[src/rtl/pga_autorange.sv]
// PGA autorange: fast-attack gain step-down on near-clip samples, slow-release step-up after quiet windows.
// Outputs register on the edge after a newdata cycle; no backpressure, every strobe is consumed.
module pga_autorange #(
  parameter int          WINDOW     = 1024,
  parameter int          SETTLE     = 64,
  parameter logic [15:0] HI_THR     = 16'd30720,
  parameter logic [15:0] LO_THR     = 16'd6144,
  parameter int          UP_WINDOWS = 4
) (
  input  logic        CLK36,
  input  logic        rst,
  input  logic        newdata,
  input  logic [15:0] adcdata,
  input  logic        auto_en,
  input  logic [1:0]  manual_gain,
  output logic [1:0]  gain,
  output logic        settling,
  output logic        overrange,
  output logic        range_changed,
  output logic [15:0] peak
);

  localparam int SCW = $clog2(WINDOW);
  localparam int STW = (SETTLE > 1) ? $clog2(SETTLE) : 1;
  localparam int LCW = $clog2(UP_WINDOWS + 1);
  localparam logic [SCW-1:0] WIN_LAST = SCW'(WINDOW - 1);
  localparam logic [STW-1:0] SET_LAST = STW'(SETTLE - 1);
  localparam logic [LCW-1:0] UP_N     = LCW'(UP_WINDOWS);

  typedef enum logic [1:0] {ST_MANUAL, ST_MEASURE, ST_SETTLE} state_t;

  state_t         state_q, state_d;
  logic [1:0]     gain_d;
  logic [15:0]    peak_d, run_peak, run_peak_d, mag, win_peak;
  logic [SCW-1:0] sample_cnt, sample_cnt_d;
  logic [STW-1:0] settle_cnt, settle_cnt_d;
  logic [LCW-1:0] low_cnt, low_cnt_d, low_next;
  logic           ovr_d, rc_d, near_clip;

  // -32768 has no positive twin; saturate it to full scale.
  always_comb begin
    mag = adcdata;
    if (adcdata == 16'h8000) mag = 16'h7FFF;
    else if (adcdata[15])    mag = ~adcdata + 16'd1;
  end

  assign near_clip = (mag >= HI_THR);
  assign win_peak  = (mag > run_peak) ? mag : run_peak;
  assign low_next  = (win_peak < LO_THR) ? ((low_cnt == UP_N) ? UP_N : low_cnt + LCW'(1)) : '0;
  assign settling  = (state_q == ST_SETTLE);

  always_comb begin
    state_d      = state_q;
    gain_d       = gain;
    peak_d       = peak;
    run_peak_d   = run_peak;
    sample_cnt_d = sample_cnt;
    settle_cnt_d = settle_cnt;
    low_cnt_d    = low_cnt;
    ovr_d        = 1'b0;
    rc_d         = 1'b0;
    case (state_q)
      ST_MANUAL: begin
        if (auto_en) begin
          state_d      = ST_MEASURE;
          sample_cnt_d = '0;
          run_peak_d   = '0;
          low_cnt_d    = '0;
        end else begin
          gain_d = manual_gain;
        end
      end
      ST_MEASURE: begin
        if (!auto_en) begin
          state_d = ST_MANUAL;
          gain_d  = manual_gain;
        end else if (newdata) begin
          if (near_clip && gain != 2'd0) begin
            gain_d       = gain - 2'd1;
            rc_d         = 1'b1;
            low_cnt_d    = '0;
            settle_cnt_d = '0;
            state_d      = ST_SETTLE;
          end else begin
            // At minimum gain a near-clip sample is flagged but still measured.
            ovr_d = near_clip;
            if (sample_cnt == WIN_LAST) begin
              peak_d       = win_peak;
              run_peak_d   = '0;
              sample_cnt_d = '0;
              if (low_next == UP_N && gain != 2'd3) begin
                gain_d       = gain + 2'd1;
                rc_d         = 1'b1;
                low_cnt_d    = '0;
                settle_cnt_d = '0;
                state_d      = ST_SETTLE;
              end else begin
                low_cnt_d = low_next;
              end
            end else begin
              run_peak_d   = win_peak;
              sample_cnt_d = sample_cnt + SCW'(1);
            end
          end
        end
      end
      ST_SETTLE: begin
        if (!auto_en) begin
          state_d = ST_MANUAL;
          gain_d  = manual_gain;
        end else if (newdata) begin
          if (settle_cnt == SET_LAST) begin
            state_d      = ST_MEASURE;
            settle_cnt_d = '0;
            sample_cnt_d = '0;
            run_peak_d   = '0;
          end else begin
            settle_cnt_d = settle_cnt + STW'(1);
          end
        end
      end
      default: state_d = ST_MANUAL;
    endcase
  end

  always_ff @(posedge CLK36) begin
    if (rst) begin
      state_q       <= ST_MANUAL;
      gain          <= 2'd0;
      peak          <= '0;
      run_peak      <= '0;
      sample_cnt    <= '0;
      settle_cnt    <= '0;
      low_cnt       <= '0;
      overrange     <= 1'b0;
      range_changed <= 1'b0;
    end else begin
      state_q       <= state_d;
      gain          <= gain_d;
      peak          <= peak_d;
      run_peak      <= run_peak_d;
      sample_cnt    <= sample_cnt_d;
      settle_cnt    <= settle_cnt_d;
      low_cnt       <= low_cnt_d;
      overrange     <= ovr_d;
      range_changed <= rc_d;
    end
  end

endmodule
[config.mk]
export PLATFORM = sky130hd
export DESIGN_NAME = pga_autorange
export DESIGN_NICKNAME = d
export VERILOG_FILES = /design/src/rtl/pga_autorange.sv
export SDC_FILE = /design/constraint.sdc
export NUM_CORES = 1
export LEC_CHECK = 0
export CAP_MARGIN = 20
export CORE_MARGIN = 3
export CORE_UTILIZATION = 51
export CTS_CLUSTER_DIAMETER = 80
export DETAILED_ROUTE_END_ITERATION = 8
export PLACE_DENSITY = 0.77
export SETUP_SLACK_MARGIN = 0.4
export SYNTH_ARGS = -nofsm -noshare
export SYNTH_HDL_FRONTEND = slang
export SYNTH_SLANG_ARGS = --single-unit
[constraint.sdc]
create_clock -name CLK36 -period 4.2 [get_ports CLK36]
set_clock_uncertainty 0.1 [all_clocks]
set_input_delay 1.05 -clock CLK36 [delete_from_list [all_inputs] [get_ports CLK36]]
set_output_delay 1.05 -clock CLK36 [all_outputs]
set_load 0.01 [all_outputs]
Yosys cells after proc, flatten, opt, wreduce, memory -nomap -nowiden

Index checks and enable logic that the tools add are counted.
Widths: inputs -> output; s select.

Memories kept: 0
Input bits: 22
Memory bits (read-only): 0
Bits in registers: 57
Bits in latches: 0
Word-level logic and storage cells: 122
RAM bits: 0
Output and inout bits: 21

Equality and inequality tests: 23
Add/sub/neg operators: 6
Shift-type cells: 0
Reductions and logical operators: 17
Bitwise operators: 5
Multipliers: 0
Magnitude comparators: 3
Multiplexer cells: 59
Div/mod/pow operators: 0

Operators by type and width:

| kind                  | count |
|---|---|
| $mux 16               | 11 |
| $mux 10               | 8 |
| $mux 6                | 8 |
| $pmux 16 s3           | 1 |
| $mux 2                | 15 |
| $pmux 10 s3           | 1 |
| $mux 3                | 8 |
| $add 16x1->16 const B | 1 |
| $eq 16x16->1 const B  | 1 |
| $ge 16x15->1 const B  | 1 |
| $gt 16x16->1          | 1 |
| $lt 16x13->1 const B  | 1 |
| $ne 2x2->1 const B    | 8 |
| $not 16->16           | 1 |
| $reduce_and 5->1      | 3 |
| $ne 3x3->1 const B    | 4 |
| $pmux 6 s2            | 1 |
| $add 10x1->10 const B | 1 |
| $eq 10x10->1 const B  | 1 |
| $ne 4x4->1 const B    | 2 |
| $reduce_and 8->1      | 1 |
| $reduce_bool 2->1     | 4 |
| $reduce_and 7->1      | 1 |
| $add 6x1->6 const B   | 1 |
| 21 further kinds      | 28 |

Depth between registers and ports, before layout

Word-level depth: 16
Mapped depth: 18
Depth with buffers taken out: 16

Least setup slack after synthesis

OpenSTA, ideal clock, no wires.

Path kind: input -> register
Start point: input adcdata[2]
End point: register peak[13]
Arrival time: 4.251 ns
Data required time: 3.963 ns
Cell stages on the path: 12
Slack: -0.288 ns
Buffers on the path: 2
Setup time: 0.137 ns
Path through: nor4_4 nand2_1 o31ai_2 mux2i_2 ha_1 nand4_1 or3_1 o21ai_0 clkbuf_1 clkbuf_1 mux2i_1 a211oi_2

Cells in the longest elaborated chain, start to end: 8
Elaborated cells between the ends (all ways): 11
Those cells by class: add/sub (1); order compare (2); eq/ne (1); mux (3); bitwise (2); reduce/logical (2)

RTL lines:

| item                       | line | text |
|---|---|---|
| from (decl)                | 13   | `input logic [15:0] adcdata,` |
| $not 16->16                | 44   | `else if (adcdata[15]) mag = ~adcdata + 16'd1;` |
| $add 16x1->16              | 44   |  |
| $mux 16                    | 44   |  |
| $mux 16 (*)                | 43   | `if (adcdata == 16'h8000) mag = 16'h7FFF;` |
| $ge 16x15->1               | 47   | `assign near_clip = (mag >= HI_THR);` |
| $logic_and 1x1->1          | 78   | `if (near_clip && gain != 2'd0) begin` |
| $not 1->1 (no line)        | -    |  |
| $reduce_and 5->1 (no line) | -    |  |
| to (signal assigned)       | 140  | `peak <= peak_d;` |
| to (decl)                  | 20   | `output logic [15:0] peak` |

Every way passes the cells marked *; elsewhere a longest branch is shown, timed or not.
A chain may end at the register's enable or synchronous reset.

Worst setup path in the final report

Start point: input adcdata[3]
End point: register gain[0]

Cells in the longest elaborated chain, start to end: 12
Elaborated cells between the ends (all ways): 20
Those cells by class: add/sub (1); order compare (3); eq/ne (4); mux (8); bitwise (1); reduce/logical (3)

RTL lines:

| item                       | line | text |
|---|---|---|
| $not 16->16                | 44   |  |
| $add 16x1->16              | 44   |  |
| $mux 16                    | 44   |  |
| $mux 16 (*)                | 43   |  |
| $gt 16x16->1               | 48   | `assign win_peak = (mag > run_peak) ? mag : run_peak;` |
| $mux 16                    | 48   |  |
| $lt 16x13->1               | 49   | `assign low_next = (win_peak < LO_THR) ? ((low_cnt == UP_N) ? UP_N : low_cnt + LCW'(1)) : '0;` |
| $mux 3                     | 49   |  |
| $eq 3x3->1                 | 91   | `if (low_next == UP_N && gain != 2'd3) begin` |
| $logic_and 1x1->1          | 91   |  |
| $ne 4x4->1 (no line)       | -    |  |
| $reduce_and 5->1 (no line) | -    |  |
| to (signal assigned)       | 139  | `gain <= gain_d;` |
| to (decl)                  | 16   | `output logic [1:0] gain,` |

Every way passes the cells marked *; elsewhere a longest branch is shown, timed or not. The select of a mux whose other input is x is not followed.

==> run summary <==
Startpoint Class = primary input
final setup fails = 25
grt total ovfl = 0
Crit path required time = 4.33 ns
Final Worst Setup Slack = -0.140 ns
synth warn = 0
Ports = 43
HPWL after DPL = 7270 µm
Antenna Nets Post-Route = 0
area grow syn2layout = 54.8%
DR iter-0 viols = 331
final cycle utilization of the critical path = 103%
DR vias = 4284
Critical Path Sink Type = register
Yosys top cell area share = 30.7%
GPL Wtd Cong = 0.885
arrival time worst endpoint = 4.47 ns
top_reg_cell synth = dfxtp_1
max incr delay on CP = 0.44 ns
area of the die = 0.00834 mm²
RSZ-0062 raised after global routing = true
root buffer cell = clkbuf_8
core area = 0.00694 mm²
layout cell share with drive strength beyond 1 = 39.1%
ant diodes = 0
cells after synthesis = 467
CP max FO = 5
Final Instance Count excl. Fillers = 700
DRC Markers = 0
number of flops mapped to enable cells by yosys = 0
crit path cell chain = buf_8 -> nor4_4 -> nand2_2 -> buf_6 -> buf_4 -> nor4_4 -> ha_1 -> nand4_1 -> or3_4 -> o221ai_4 -> o21ai_2 -> a32oi_2 -> nand2_2 -> buf_6 -> o31ai_4 -> a21oi_2
clk_lat worst skew = 0.35 ns
relative slew slack = 37.0%
Vias/cell = 6.12
hold_buf cts = 0
fmax = 230 MHz
Netlist cell types = 68
Global Route Usage Sum = 28.0%
Initial Util = 53.5%
Routed WL = 13500 µm
top post-synthesis cells by count = 76 x nand2_1, 60 x nor2_1, 57 x dfxtp_1
Pre-Repair DR Iteration Count = 5
final critical-path required period = 4.34 ns
H-tree levels = 3
routed len/inst = 19.3 µm
CTS clk-pin slew, worst paths = 0.06 ns
port bufs = 42
Synth Net Count = 510
CP Buf/Inv Count = 4
Lkg Pwr = 0.00219 µW
Total Power = 1670 µW
measured slew at the worst slew-check pin = 0.921 ns
clk buf depth = 2
max cap viols = 0
crit path from = adcdata[3]
chip height = 91.3 µm
Final Max Tran Viols = 0
initial antenna violation count = 0
cell taking the most area after synthesis = dfxtp_1
failing checks = negative setup slack
CP top delay family = simple AND/OR/NAND/NOR gates
Rows = 30
final-report hold violation count = 0
# nets final = 643
post-synthesis register bit count = 57
worst hold path class = register to register
Die Width = 91.3 µm
Max IR drop VDD = 0.235 mV
reg2reg start = sample_cnt[0]
vias in the first global route = 4055
first-pass GRT wire length = 19000 µm
hold_sp = peak[4]
cell area after synthesis = 0.00371 mm²
pwr dens = 290 mW/mm²
Slowest-stage cell, CP = or3_4
total CTS buffers = 9
top cells by area, synth = dfxtp_1 31%, nand2_1 7.7%, ha_1 7.1%
# clock sinks = 57
placed cells = 656
outcome = complete, but fails checks
CTS tree = built
post-synthesis sequential area ratio = 30.7%
CP Class = primary input to register
most numerous cell in the Yosys netlist = nand2_1
largest net degree at the start of global routing = 23
Post-synth ARST share = 0%
Mean Syn Cell Area = 7.95 µm²
[layer usage]
layer	GRT usage (%)	part of all wire (%)	vias to the layer above
li1	-	-	1914
met1	32.1	39	2085
met2	50.6	51	228
met3	4.56	6.1	57
met4	12.3	4.1	0
met5	0	0	-
[final cells by class]
type	instances	area, µm²
inverters	31	116
flip-flops and latches	57	1140
clock inverters	2	35.0
repair buffers	142	1300
well taps	96	120
clock buffers	13	179
multi-input cells	359	2860
fillers	345	1200
[power by group]
group	switching (µW)	internal [µW]
registers	17.2	558
logic	282	255
clock network	222	334
total	521	1150
[what timing repair did]
| item | 4_1_cts | 5_1_grt |
|---|---|---|
| setup buffers | 17 | 10 |
| gates cloned | 0 | 2 |
| endpoints found under the setup margin | 51 | 56 |
| gates resized for setup | 104 | 60 |
| pin swaps | 55 | 43 |
[registers in the layout (all words and copies together), names as in the netlist]
register	count
range_changed	1
state_q	2
sample_cnt	10
settle_cnt	6
low_cnt	3
overrange	1
peak	16
gain	2
run_peak	16
[worst register-to-register path, stage by stage (launching register included)]
cell      delay, ns
dfxtp_1        0.39
ha_1           0.22
nand2_1        0.10
nor3_1         0.41
and3_1         0.36
nor3b_1        0.40
nor2b_1        0.21
a32oi_2        0.11
a211oi_2       0.23
o21ai_1        0.10
mux2_1         0.34
[placed cells by master (no fill, tap or decap), types with 8 or more instances in the layout]
| cell type | count |
|---|---|
| xnor2_1 | 10 |
| xor2_1 | 9 |
| clkbuf_8 | 13 |
| buf_4 | 77 |
| nor2_1 | 44 |
| nand2_2 | 15 |
| nand3_1 | 10 |
| a21oi_1 | 20 |
| nor2_2 | 10 |
| dfxtp_1 | 57 |
| a21oi_2 | 9 |
| inv_1 | 29 |
| buf_6 | 15 |
| o21ai_0 | 9 |
| nand2_1 | 60 |
| a211oi_2 | 14 |
| ha_1 | 17 |
| clkdlybuf4s50_1 | 27 |
| o211ai_1 | 8 |
[cells by family (layout without fill, tap and decap cells)]
family / Yosys count / count (layout) / share of synthesized area [%]
AO/OA/AOI/OAI: 110 / 110 / 23.3
AND/OR/NAND/NOR: 197 / 197 / 25.3
multiplexers: 12 / 12 / 3.37
flip-flops: 57 / 57 / 30.7
XOR/XNOR: 19 / 19 / 4.48
adder cells (fa/ha/maj): 21 / 21 / 7.08
buffers and inverters: 51 / 188 / 5.79
[worst paths after layout]
kind | end | slack, ns | cells past startpoint
setup / recovery | gain[0] | -0.14 | 16
hold / removal | peak[4] | 0.36 | 2
setup reg to reg | gain[1] | 1.12 | 10
hold reg to reg | peak[4] | 0.36 | 2
[through the flow]
| step | setup WS (ns) | cell area [µm²] | util [%] | hold WS, ns | TNS, ns |
|---|---|---|---|---|---|
| 6_report | -0.140 | 5750 | 82.8 | 0.356 | -1.32 |
| 5_1_grt | -0.366 | 5750 | 82.8 | 0.381 | -7.39 |
| 4_1_cts | 0.00475 | 5440 | 78.3 | 0.357 | 0 |
| 3_5_place_dp | -0.791 | 4820 | 69.4 | 0.346 | -26.48 |
| 3_3_place_gp | -0.659 | 4820 | 69.4 | 0.339 | -23.60 |
| 2_1_floorplan | -0.0704 | 3820 | - | 0.342 | -0.130 |
No activity file was read; power rests on OpenSTA's default activity.
